===== src/rtl/vga_timing_gen.sv =====
// Parametrised VGA raster timing generator: pixel-tick divider, h/v counters,
// registered sync/de/colour outputs one pixel behind the request, strobes and frame count.
module vga_timing_gen #(
  parameter int   H_ACTIVE = 640,
  parameter int   H_FP     = 16,
  parameter int   H_SYNC   = 96,
  parameter int   H_BP     = 48,
  parameter int   V_ACTIVE = 480,
  parameter int   V_FP     = 10,
  parameter int   V_SYNC   = 2,
  parameter int   V_BP     = 33,
  parameter int   CLK_DIV  = 4,
  parameter logic HS_POL   = 1'b0,
  parameter logic VS_POL   = 1'b0,
  parameter int   COLOR_W  = 12,
  parameter int   FRAME_W  = 16,
  localparam int  H_TOTAL  = H_ACTIVE + H_FP + H_SYNC + H_BP,
  localparam int  V_TOTAL  = V_ACTIVE + V_FP + V_SYNC + V_BP,
  localparam int  H_W      = $clog2(H_TOTAL),
  localparam int  V_W      = $clog2(V_TOTAL)
) (
  input  logic               clk,
  input  logic               rst,
  input  logic               en,
  input  logic [COLOR_W-1:0] pix_color,
  output logic [H_W-1:0]     req_x,
  output logic [V_W-1:0]     req_y,
  output logic               req_valid,
  output logic               pix_tick,
  output logic               hsync,
  output logic               vsync,
  output logic               de,
  output logic [COLOR_W-1:0] color,
  output logic               line_start,
  output logic               frame_start,
  output logic [FRAME_W-1:0] frame_cnt
);

  localparam int DIV_W = (CLK_DIV > 1) ? $clog2(CLK_DIV) : 1;

  localparam logic [DIV_W-1:0] DIV_LAST  = DIV_W'(CLK_DIV - 1);
  localparam logic [H_W-1:0]   H_LAST    = H_W'(H_TOTAL - 1);
  localparam logic [H_W-1:0]   H_ACT     = H_W'(H_ACTIVE);
  localparam logic [H_W-1:0]   H_SYNC_LO = H_W'(H_ACTIVE + H_FP);
  localparam logic [H_W-1:0]   H_SYNC_HI = H_W'(H_ACTIVE + H_FP + H_SYNC - 1);
  localparam logic [V_W-1:0]   V_LAST    = V_W'(V_TOTAL - 1);
  localparam logic [V_W-1:0]   V_ACT     = V_W'(V_ACTIVE);
  localparam logic [V_W-1:0]   V_SYNC_LO = V_W'(V_ACTIVE + V_FP);
  localparam logic [V_W-1:0]   V_SYNC_HI = V_W'(V_ACTIVE + V_FP + V_SYNC - 1);

  logic [DIV_W-1:0]   div_cnt_q, div_cnt_d;
  logic [H_W-1:0]     h_cnt_q, h_cnt_d;
  logic [V_W-1:0]     v_cnt_q, v_cnt_d;
  logic [FRAME_W-1:0] frame_cnt_q, frame_cnt_d;
  logic               hsync_q, vsync_q, de_q;
  logic [COLOR_W-1:0] color_q;
  logic               line_start_q, frame_start_q;

  logic h_wrap, v_wrap, h_in_sync, v_in_sync;

  assign pix_tick  = en && (div_cnt_q == DIV_LAST);
  assign req_x     = h_cnt_q;
  assign req_y     = v_cnt_q;
  assign req_valid = (h_cnt_q < H_ACT) && (v_cnt_q < V_ACT);

  always_comb begin
    h_wrap      = (h_cnt_q == H_LAST);
    v_wrap      = (v_cnt_q == V_LAST);
    h_in_sync   = (h_cnt_q >= H_SYNC_LO) && (h_cnt_q <= H_SYNC_HI);
    v_in_sync   = (v_cnt_q >= V_SYNC_LO) && (v_cnt_q <= V_SYNC_HI);
    div_cnt_d   = (div_cnt_q == DIV_LAST) ? '0 : div_cnt_q + 1'b1;
    h_cnt_d     = h_wrap ? '0 : h_cnt_q + 1'b1;
    v_cnt_d     = v_cnt_q;
    frame_cnt_d = frame_cnt_q;
    if (h_wrap) begin
      v_cnt_d = v_wrap ? '0 : v_cnt_q + 1'b1;
      if (v_wrap) frame_cnt_d = frame_cnt_q + 1'b1;
    end
  end

  // Counters and outputs move only on the tick edge, so en=0 freezes everything
  // except the strobes, which are single-clock pulses by construction.
  always_ff @(posedge clk) begin
    if (rst) begin
      div_cnt_q     <= '0;
      h_cnt_q       <= '0;
      v_cnt_q       <= '0;
      frame_cnt_q   <= '0;
      hsync_q       <= ~HS_POL;
      vsync_q       <= ~VS_POL;
      de_q          <= 1'b0;
      color_q       <= '0;
      line_start_q  <= 1'b0;
      frame_start_q <= 1'b0;
    end else begin
      if (en) div_cnt_q <= div_cnt_d;
      line_start_q  <= pix_tick && (h_cnt_q == '0);
      frame_start_q <= pix_tick && (h_cnt_q == '0) && (v_cnt_q == '0);
      if (pix_tick) begin
        h_cnt_q     <= h_cnt_d;
        v_cnt_q     <= v_cnt_d;
        frame_cnt_q <= frame_cnt_d;
        hsync_q     <= h_in_sync ? HS_POL : ~HS_POL;
        vsync_q     <= v_in_sync ? VS_POL : ~VS_POL;
        de_q        <= req_valid;
        color_q     <= req_valid ? pix_color : '0;
      end
    end
  end

  assign hsync       = hsync_q;
  assign vsync       = vsync_q;
  assign de          = de_q;
  assign color       = color_q;
  assign line_start  = line_start_q;
  assign frame_start = frame_start_q;
  assign frame_cnt   = frame_cnt_q;

endmodule

===== config.mk =====
export PLATFORM = sky130hd
export DESIGN_NAME = vga_timing_gen
export DESIGN_NICKNAME = d
export VERILOG_FILES = /design/src/rtl/vga_timing_gen.sv
export SDC_FILE = /design/constraint.sdc
export NUM_CORES = 1
export LEC_CHECK = 0
export CAP_MARGIN = 15
export CORE_ASPECT_RATIO = 0.7
export CORE_MARGIN = 3
export CORE_UTILIZATION = 51
export DETAILED_ROUTE_END_ITERATION = 6
export PLACE_DENSITY = 0.85
export SYNTH_ARGS = -nofsm -noshare
export SYNTH_HDL_FRONTEND = slang
export SYNTH_SLANG_ARGS = --single-unit

===== constraint.sdc =====
create_clock -name clk -period 4.8 [get_ports clk]
set_input_delay 1.44 -clock clk [delete_from_list [all_inputs] [get_ports clk]]
set_output_delay 1.44 -clock clk [all_outputs]
set_load 0.005 [all_outputs]

==> results of run 1 <==
-- worst min path at each step --
stage | start | end | slack [ns] | cells past startpoint
after floorplan | de | de | 0.45 | 1
after global placement | de | de | 0.43 | 1
after detailed placement | de | de | 0.45 | 1
after CTS | de | de | 0.48 | 1
after global routing | de | de | 0.51 | 1
final | de | de | 0.47 | 1
-- critical path, delay by kind of cell --
family | cells | cell delay, ns
buffers and inverters | 3 | 1.17
AND/OR/NAND/NOR | 1 | 0.15
-- cell families after synthesis --
logic type / count (synthesis)
adders and majority gates: 6
and+or+nand+nor: 113
AOI/OAI and AO/OA: 67
DFF: 55
xor gates and xnor gates: 11
muxes: 2
buffers and inverters: 25
-- registers in the layout (all words and copies together), names as in the netlist --
name / flops
line_start: 1
req_x: 10
vsync: 1
div_cnt_q: 2
de: 1
color: 12
req_y: 10
frame_cnt: 16
hsync: 1
frame_start: 1
-- per-layer routing --
metal	GRT usage [%]	share of wire, %
met4	3.82	0.44
met3	7.32	7.5
met5	0	0
met2	35.5	45
met1	28.8	47
-- Yosys cell counts (all sizes together) (2+ instances only) --
cell type and count:
nor4 5, dfxtp 55, nand4 16, xor2 4, clkbuf 8, and2 2
a22o 12, nand2 12, and4 4, inv 10, ha 6, xnor2 7
buf 7, o31ai 14, and3 7, nand2b 2, mux2i 2, or3 9
nand3 12, nor2 17, o21bai 2, o21ai 10, nor3 5, or4 17
a21oi 24
-- layout make-up --
type	instances	area share, %
Clock buffer	6	2.45
Sequential cell	55	32.7
Clock inverter	1	0.149
Inverter	10	1.11
Multi-Input combinational cell	199	39.7
Tap cell	66	2.45
Timing Repair Buffer	73	21.4
-- stage by stage --
step | worst slack, ns | hold slack, ns | instances | utilization (%)
2_1_floorplan | 1.44 | 0.451 | 279 | -
3_3_place_gp | 0.633 | 0.433 | 403 | 71.6
3_5_place_dp | 0.612 | 0.447 | 403 | 71.6
4_1_cts | 0.607 | 0.480 | 410 | 73.5
5_1_grt | 0.528 | 0.510 | 410 | 73.5
6_report | 0.613 | 0.473 | 410 | 73.5
-- report_power, final --
part | internal, uW | total [uW] | leakage [uW] | switching, uW
clock network | 113 | 250 | 0.0000470 | 136
registers | 459 | 461 | 0.000443 | 2.13
logic | 19.0 | 33.5 | 0.000658 | 14.6
==> impl_metrics.env, run 1 <==
export IMPL_cp_end_kind="output pin"
export IMPL_cts_root_buf="clkbuf_8"
export IMPL_track_usage_pct=21.9
export IMPL_grt_setup_unrepaired="no"
export IMPL_start_kind="primary input"
export IMPL_fin_setup_tns_ns=0
export IMPL_multi_input_area_sq_mm=0.00134
export IMPL_regToRegStartpoint="req_x[0]"
export IMPL_post_cts_setup_buffer_count=0
export IMPL_dieHeight_um=65.1
export IMPL_nets=365
export IMPL_synth_edf_count=0
export IMPL_synthMuxAreaShare_pct=0.785
export IMPL_dieArea_sq_mm=0.00590
export IMPL_reg2regPathDepth=5
export IMPL_layout_common_cells="69 x clkdlybuf4s50_1, 55 x dfxtp_1, 24 x a21oi_1, 17 x nor2_1, 16 x or4_1"
export IMPL_antenna_found_initial=0
export IMPL_skew_ns=0.00980
export IMPL_drt_initial_drc_count=136
export IMPL_syn2layout_area_growth_pct=32.1
export IMPL_relSlewSlack_pct=40.8
export IMPL_fillers=350
export IMPL_regArea_sq_mm=0.00110
export IMPL_pwr_density_cell_mw_per_mm2=221
export IMPL_yosys_area_share_simple_pct=27.6
export IMPL_start_util_pct=55.7
export IMPL_crit_path_max_incr_delay_ns=0.57
export IMPL_cp_startpoint="en"
export IMPL_ys_seq_area_share_pct=43.2
export IMPL_synth_area_sq_mm=0.00255
export IMPL_cts_tree="yes"
export IMPL_overflow=0
export IMPL_period_needed_ns=4.19
export IMPL_ir_worst_vdd_mv=0.193
export IMPL_tightestPinTransition_ns=0.885
export IMPL_synthCells=279
export IMPL_dp_hpwl_mm=4.43
export IMPL_cp_cell_sequence="clkdlybuf4s50_1, nand2_2, inv_1, clkdlybuf4s50_1"
export IMPL_ios=70
export IMPL_die_w_um=90.5
export IMPL_via_per_inst=5.80
export IMPL_portBuffers=69
export IMPL_crit_type="primary input to output pin"
export IMPL_routed_wl_mm=6.11
export IMPL_row_count=20
export IMPL_drv_cap=0
export IMPL_htree_levels=2
export IMPL_ys_warn_count=0
export IMPL_finalSetupViolCount=0
export IMPL_grt_max_degree=29
export IMPL_postPlaceCellArea_sq_mm=0.00328
export IMPL_worstPathRequired_ns=3.36
export IMPL_numCtsBuffers=5
export IMPL_clk_pin_slew_worst_paths_ns=0.08
export IMPL_grt_first_pass_wirelength_mm=10.6
export IMPL_status="finished clean"
export IMPL_synthFlopType="dfxtp_1"
export IMPL_syn_nets=300
export IMPL_clk_path_buf_depth=2
export IMPL_core_area_sq_mm=0.00458
export IMPL_routedWlPerCell_um=14.9
export IMPL_report_final_slew_viol_count=0
export IMPL_cts_num_sinks=55
export IMPL_synthArstFlopShare_pct=0
export IMPL_rrSetupSlack_ns=2.46
export IMPL_dr_total_vias=2377
export IMPL_synth_distinct_cells=44
export IMPL_syn_area_per_cell_sq_um=9.14
export IMPL_cp_common_cell="clkdlybuf4s50_1"
export IMPL_worstPathArrival_ns=2.75
export IMPL_synth_top_area_share_pct=43.2
export IMPL_synth_largest_area_cell="dfxtp_1"
export IMPL_cpMaxStageDelayCell="clkdlybuf4s50_1"
export IMPL_fin_total_pwr_uw=745
export IMPL_clock_latency_ns=0.30
export IMPL_gp_congestion=0.807
export IMPL_hold_viol_final=0
export IMPL_final_common_cell="clkdlybuf4s50_1"
export IMPL_synth_compound_area_share_pct=17.3
export IMPL_post_cts_resized=0
export IMPL_design_area_sq_mm=0.00337
export IMPL_synth_xor_area_share_pct=3.78
export IMPL_grt_pass1_vias=2243
export IMPL_crit_end="pix_tick"
export IMPL_r2r_end="frame_cnt[6]"
export IMPL_drc_errors=0
export IMPL_fin_crit_sh_pct=87.2
export IMPL_max_freq_mhz=239
export IMPL_drive_gt1_share_pct=4.94
export IMPL_ant_nets=0
export IMPL_hold_path_class="register to register"
export IMPL_num_antenna_cells=0
export IMPL_hold_buffers=0
export IMPL_first_pass_iters=4
export IMPL_synth_top_family_by_area="simple AND/OR/NAND/NOR gates"
export IMPL_yosys_top_cells_area="dfxtp_1 43%, a21oi_1 4.7%, or4_1 4.7%, o31ai_1 4.1%, a22o_1 4.1%"
export IMPL_ys_seq_elements=55
export IMPL_leakage_uw=0.00115
export IMPL_synth_fa_ha_area_share_pct=2.95
export IMPL_worstPathMaxFanout=8
Power figures use the tool's default switching activity.
==> inputs of run 2 (changes only) <==
--- a/config.mk
+++ b/config.mk
@@ -14,3 +14,4 @@
 export SYNTH_ARGS = -nofsm -noshare
 export SYNTH_HDL_FRONTEND = slang
 export SYNTH_SLANG_ARGS = --single-unit
+export TNS_END_PERCENT = 30
==> results of run 2 <==
No change in the layout: final DEF, timing and power equal those of run 1.
